## config.mk

```make
export PLATFORM = sky130hd
export DESIGN_NAME = uart_dump_trigger
export DESIGN_NICKNAME = d
export VERILOG_FILES = /design/src/rtl/uart_dump_trigger.sv
export SDC_FILE = /design/constraint.sdc
export NUM_CORES = 1
export LEC_CHECK = 0
export CELL_PAD_IN_SITES_DETAIL_PLACEMENT = 1
export CELL_PAD_IN_SITES_GLOBAL_PLACEMENT = 1
export CORE_AREA = 2 2 93 95
export DETAILED_ROUTE_END_ITERATION = 16
export DIE_AREA = 0 0 95 97
export HOLD_SLACK_MARGIN = 0.02
export PLACE_DENSITY = 0.75
export SYNTH_ARGS = -nofsm -noshare
export SYNTH_HDL_FRONTEND = slang
export SYNTH_SLANG_ARGS = --single-unit
export TNS_END_PERCENT = 5
```

## constraint.sdc

```tcl
create_clock -name clk -period 2.6 [get_ports clk]
set_clock_uncertainty 0.2 [all_clocks]
set_input_delay 0.52 -clock clk [delete_from_list [all_inputs] [get_ports clk]]
set_output_delay 0.52 -clock clk [all_outputs]
set_load 0.1 [all_outputs]
```

## src/rtl/uart_dump_trigger.sv

```systemverilog
// -----------------------------------------------------------------------------
// uart_dump_trigger
//
// Front end for the memory UART dumper. It receives 8N1 serial bytes on rx and
// watches a debounced push-button. When a command byte or a button press
// arrives and the dumper is idle, it issues a single-cycle start_dump pulse.
// Received bytes, a sticky framing-error flag and the trigger/drop counters are
// brought out for debug LEDs.
//
// Ports
//   clk               system clock, rising edge
//   reset             synchronous, active-high
//   rx                asynchronous UART line, idle high
//   btn               asynchronous raw push-button, active high
//   dump_in_progress  busy flag from the dumper
//   start_dump        one-cycle dump request pulse
//   rx_byte           last byte received with a valid stop bit
//   rx_valid          one-cycle pulse, rx_byte updated in the same cycle
//   frame_error       sticky bad-stop-bit flag, cleared only by reset
//   trigger_count     start_dump pulses issued (wraps)
//   drop_count        requests rejected by lockout (wraps)
//
// RX FSM states
//   state   | meaning
//   S_IDLE  | line idle, waiting for a falling edge on rx_s
//   S_START | timing to mid start bit to confirm it is not a glitch
//   S_DATA  | sampling 8 data bits at mid-bit, LSB first
//   S_STOP  | sampling the stop bit, then report byte or framing error
// -----------------------------------------------------------------------------
module uart_dump_trigger #(
    parameter int          CLK_FREQ_HZ     = 50_000_000,
    parameter int          BAUD_RATE       = 115200,
    parameter logic [7:0]  CMD_CHAR        = 8'h44,
    parameter int          DEBOUNCE_CYCLES = 1_000_000
) (
    input  logic       clk,
    input  logic       reset,
    input  logic       rx,
    input  logic       btn,
    input  logic       dump_in_progress,
    output logic       start_dump,
    output logic [7:0] rx_byte,
    output logic       rx_valid,
    output logic       frame_error,
    output logic [7:0] trigger_count,
    output logic [7:0] drop_count
);

    localparam int CLKS_PER_BIT = CLK_FREQ_HZ / BAUD_RATE;
    localparam int HALF_BIT     = CLKS_PER_BIT / 2;
    localparam int CNT_W        = $clog2(CLKS_PER_BIT + 1);
    localparam int DEB_W        = $clog2(DEBOUNCE_CYCLES + 1);

    localparam logic [CNT_W-1:0] BIT_LAST  = CNT_W'(CLKS_PER_BIT - 1);
    localparam logic [CNT_W-1:0] HALF_LAST = CNT_W'(HALF_BIT - 1);
    localparam logic [DEB_W-1:0] DEB_LAST  = DEB_W'(DEBOUNCE_CYCLES - 1);

    localparam logic [1:0] S_IDLE  = 2'd0;
    localparam logic [1:0] S_START = 2'd1;
    localparam logic [1:0] S_DATA  = 2'd2;
    localparam logic [1:0] S_STOP  = 2'd3;

    // ------------------------------------------------------------------------
    // Input synchronizers, reset to the idle line levels
    // ------------------------------------------------------------------------
    logic rx_meta, rx_s;
    logic btn_meta, btn_s;

    always_ff @(posedge clk) begin
        if (reset) begin
            rx_meta  <= 1'b1;
            rx_s     <= 1'b1;
            btn_meta <= 1'b0;
            btn_s    <= 1'b0;
        end else begin
            rx_meta  <= rx;
            rx_s     <= rx_meta;
            btn_meta <= btn;
            btn_s    <= btn_meta;
        end
    end

    // ------------------------------------------------------------------------
    // UART receiver
    // ------------------------------------------------------------------------
    logic [1:0]       state;
    logic [CNT_W-1:0] cnt;
    logic [2:0]       bit_idx;
    logic [7:0]       shreg;

    always_ff @(posedge clk) begin
        if (reset) begin
            state       <= S_IDLE;
            cnt         <= '0;
            bit_idx     <= '0;
            shreg       <= '0;
            rx_byte     <= '0;
            rx_valid    <= 1'b0;
            frame_error <= 1'b0;
        end else begin
            rx_valid <= 1'b0;
            case (state)
                S_IDLE: begin
                    if (!rx_s) begin
                        cnt   <= '0;
                        state <= S_START;
                    end
                end
                S_START: begin
                    if (cnt == HALF_LAST) begin
                        cnt     <= '0;
                        bit_idx <= '0;
                        // Line back high at mid start bit: treat as a glitch.
                        state   <= rx_s ? S_IDLE : S_DATA;
                    end else begin
                        cnt <= cnt + CNT_W'(1);
                    end
                end
                S_DATA: begin
                    if (cnt == BIT_LAST) begin
                        cnt     <= '0;
                        shreg   <= {rx_s, shreg[7:1]};
                        bit_idx <= bit_idx + 3'd1;
                        if (bit_idx == 3'd7) begin
                            state <= S_STOP;
                        end
                    end else begin
                        cnt <= cnt + CNT_W'(1);
                    end
                end
                S_STOP: begin
                    if (cnt == BIT_LAST) begin
                        cnt   <= '0;
                        state <= S_IDLE;
                        if (rx_s) begin
                            rx_byte  <= shreg;
                            rx_valid <= 1'b1;
                        end else begin
                            frame_error <= 1'b1;
                        end
                    end else begin
                        cnt <= cnt + CNT_W'(1);
                    end
                end
                default: state <= S_IDLE;
            endcase
        end
    end

    // ------------------------------------------------------------------------
    // Button debounce: the level only follows btn_s after it has differed for
    // DEBOUNCE_CYCLES consecutive cycles. btn_rise marks an accepted press.
    // ------------------------------------------------------------------------
    logic             btn_deb;
    logic [DEB_W-1:0] deb_cnt;
    logic             btn_rise;

    always_ff @(posedge clk) begin
        if (reset) begin
            btn_deb  <= 1'b0;
            deb_cnt  <= '0;
            btn_rise <= 1'b0;
        end else begin
            btn_rise <= 1'b0;
            if (btn_s == btn_deb) begin
                deb_cnt <= '0;
            end else if (deb_cnt == DEB_LAST) begin
                deb_cnt  <= '0;
                btn_deb  <= btn_s;
                btn_rise <= btn_s;
            end else begin
                deb_cnt <= deb_cnt + DEB_W'(1);
            end
        end
    end

    // ------------------------------------------------------------------------
    // Trigger and lockout. holdoff covers the gap between start_dump and the
    // dumper raising busy; it is released by the busy flag's falling edge.
    // ------------------------------------------------------------------------
    logic holdoff;
    logic dip_q;
    logic trig_req;
    logic locked;
    logic dip_fall;

    always_comb begin
        trig_req = (rx_valid && (rx_byte == CMD_CHAR)) || btn_rise;
        locked   = dump_in_progress || holdoff;
        dip_fall = dip_q && !dump_in_progress;
    end

    always_ff @(posedge clk) begin
        if (reset) begin
            start_dump    <= 1'b0;
            holdoff       <= 1'b0;
            dip_q         <= 1'b0;
            trigger_count <= '0;
            drop_count    <= '0;
        end else begin
            dip_q      <= dump_in_progress;
            start_dump <= 1'b0;
            if (trig_req && !locked) begin
                start_dump    <= 1'b1;
                trigger_count <= trigger_count + 8'd1;
                holdoff       <= 1'b1;
            end else begin
                if (trig_req) begin
                    drop_count <= drop_count + 8'd1;
                end
                if (dip_fall) begin
                    holdoff <= 1'b0;
                end
            end
        end
    end

endmodule

```

==> impl_metrics.csv <==
group,metric,value,unit
timing,finalCritPeriodShare,85.1,%
detailed_routing,drc,0,
synthesis,ys_ff_latch,77,
synthesis,yosysSeqAreaShare,44.8,%
detailed_routing,postRouteAntennaNets,0,
outcome,status,"completed",
setup_path,crit_family,"simple AND/OR/NAND/NOR gates",
finish,final_cell_mix,"dfxtp_1 (77), nor2_1 (48), buf_4 (38)",
power,p_seq_share,54.4,%
power,p_comb_share,2.8,%
timing,hold_viol_final,0,
synthesis,synth_top_area_share,44.8,%
global_routing,grt_max_degree,33,
synthesis,synth_area,0.00344,sq mm
power,power,2190,uW
detailed_routing,drt-vias-per-instance,5.54,
cts,htreeDepth,3,
global_routing,track_usage,19.3,%
timing,setup_violations,0,
detailed_routing,route.vias.total,2942,
die,ios,32,
finish,utilization,49.6,%
detailed_routing,drtIter0Drc,103,
synthesis,synthCells,384,
synthesis,synth_area_per_cell,8.95,sq um
synthesis,yosys.area.top_type,"dfxtp_1",
detailed_routing,wire_per_inst,15.3,microns
place,io_buffers,31,
timing,fmax,0.452,GHz
setup_path,end_kind,"flop",
timing,fin_crit,2210,ps
cts,post_cts_buffers,0,
finish,nFillCells,949,
power,peakVddDrop,0.241,mV
power,switching_share,24.0,%
global_routing,first_global_vias,3020,
timing,tightest_slew,544,ps
setup_path,path_class,"reg -> reg",
cts,root_buffer,"clkbuf_8",
die,core_region_area,0.00813,sq mm
worst_hold_path,hold_class,"reg -> reg",
synthesis,synth_warnings,0,
cts,tritoncts.num_buffers,9,
timing,rsz0062_at_grt,"false",
detailed_routing,drtPass1Iterations,4,
finish,final_common_cell,"dfxtp_1",
die,start_util,42.3,%
cts,cts.clk_slew.worst_paths,90,ps
finish,final-seq-area,0.00154,sq mm
die,die_x,95,microns
cts,cts_tree,"built",
synthesis,synth_edf_count,0,
timing,drv_slew,0,
detailed_routing,routed_wl,8130,microns
setup_path,cp-start-kind,"flop",
synthesis,synth_fp_nets,397,
flow_run,maxCapViolCount,0,
place,place_congestion,0.704,
setup_path,slowest_stage,"or4_1",
worst_hold_path,hold_depth,1,
place,dpl_cell_area,0.00383,sq mm
setup_path,critical_path_peak_fanout,9,
setup_path,cpPeakStageDelay,800,ps
finish,drive_gt1_share,16.4,%
timing,holdWs,222,ps
setup_path,path_depth,6,
finish,num-nets-final,434,
finish,diodes,0,
cts,cts_resized,0,
place,dp_hpwl,5920,microns
timing,maxSlewHeadroom,63.2,%
cts,hold_buffers,0,
die,rows,33,
finish,multi_input_area,0.00180,sq mm
timing,tns,0,ps
synthesis,synth_cell_types,50,
power,power_density,543,mW/mm^2
synthesis,synthArstFlopShare,0,%
finish,final_area,0.00404,sq mm
setup_path,cp_num_buf_inv,1,
setup_path,crit_required,2640,ps
power,p_leak,0.00148,uW
synthesis,synthFlopType,"dfxtp_1",
die,dieArea,0.00922,sq mm
global_routing,grt_pass1_wl,14200,microns
power,internal-power,1670,uW
global_routing,antenna_found_initial,0,
synthesis,synth_top_cells_by_area,"dfxtp_1 (45%), mux2i_1 (5.2%), nor2_1 (5.2%)",
cts,clock_sinks,77,
setup_path,path_cells,"inv_1, ha_1, nand4bb_1, or4_1, mux2i_1, nor2_1",
cts,clock_latency,360,ps
setup_path,cp.arrival,2250,ps
power,switchingPower,526,uW
setup_path,r2r_cells,6,
finish,areaGrowthSynthToFinish,17.4,%
die,die_y,97,microns
global_routing,grt-ovfl-total,0,
power,p_clk_share,42.8,%
cts,clock_path_buffers,2,
## worst paths after layout
path	start	slack, ps	to
setup reg to reg	cnt[1]	390	rx_byte[2]
hold reg to reg	rx_meta	220	rx_s
setup / recovery	cnt[1]	390	rx_byte[2]
hold / removal	rx_meta	220	rx_s
## power groups by stage
stage               Sequential [uW]  Clock [uW]  Combinational (uW)
detailed placement             1220           0                61.6
global route                   1190        1020                69.6
CTS                            1190         972                62.2
global placement               1220           0                59.7
finish                         1190         939                61.2
floorplan                      1220           0                38.2
## cell usage after synthesis (all sizes together) (4+ instances only)
cell type,count
a21oi,25
a22o,5
and3,5
buf,6
clkbuf,10
dfxtp,77
ha,8
inv,9
mux2i,18
nand2,26
nand3,17
nand3b,4
nand4,6
nor2,48
nor2b,10
nor3,4
nor4,8
o21a,4
o21ai,15
o31ai,5
or2,4
or3,11
or4,8
xnor2,10
xor2,4
## worst reg2reg max path: stages (launching register included)
cell and delay [ps]:
dfxtp_1 340, inv_1 100, ha_1 160, nand4bb_1 200
or4_1 800, mux2i_1 250, nor2_1 50
## metal layers
layer	share of wire [%]	wire, microns	global-route usage, %	up-vias
met4	1.5	119	7.36	0
met5	0	0	0	-
li1	-	-	-	1455
met1	48	3900	26.0	1438
met3	2.8	225	3.58	12
met2	48	3890	30.6	37
## state kept, by name, indices dropped and copies added (netlist names), 3 cells and up, named ones only
signal,flops
deb_cnt,20
cnt,9
drop_count,8
rx_byte,8
shreg,8
trigger_count,8
bit_idx,3
## kinds of logic after synthesis
| family | count (synthesis) | synth area share (%) |
|---|---|---|
| compound gates | 71 | 13.6 |
| flops | 77 | 44.8 |
| buf+inv | 25 | 2.87 |
| xor+xnor | 14 | 3.57 |
| fa+ha+maj | 8 | 2.91 |
| mux | 21 | 6.22 |
| simple gates | 168 | 26.0 |
## cell type report
cell class / count / area share (%)
clock buffers: 9 / 3.07
clock inverters: 7 / 2.01
well taps: 105 / 3.25
multi-input cells: 282 / 44.7
flip-flops and latches: 77 / 38.2
inverters: 9 / 0.837
repair buffers: 42 / 7.94
## metrics by stage
| step | std cells | setup WS, ps |
|---|---|---|
| finish | 531 | 388 |
| global route | 531 | 219 |
| CTS | 531 | 355 |
| detailed placement | 515 | 137 |
| global placement | 515 | 198 |
| floorplan | 384 | 109 |
No activity file was read; power rests on OpenSTA's default activity.
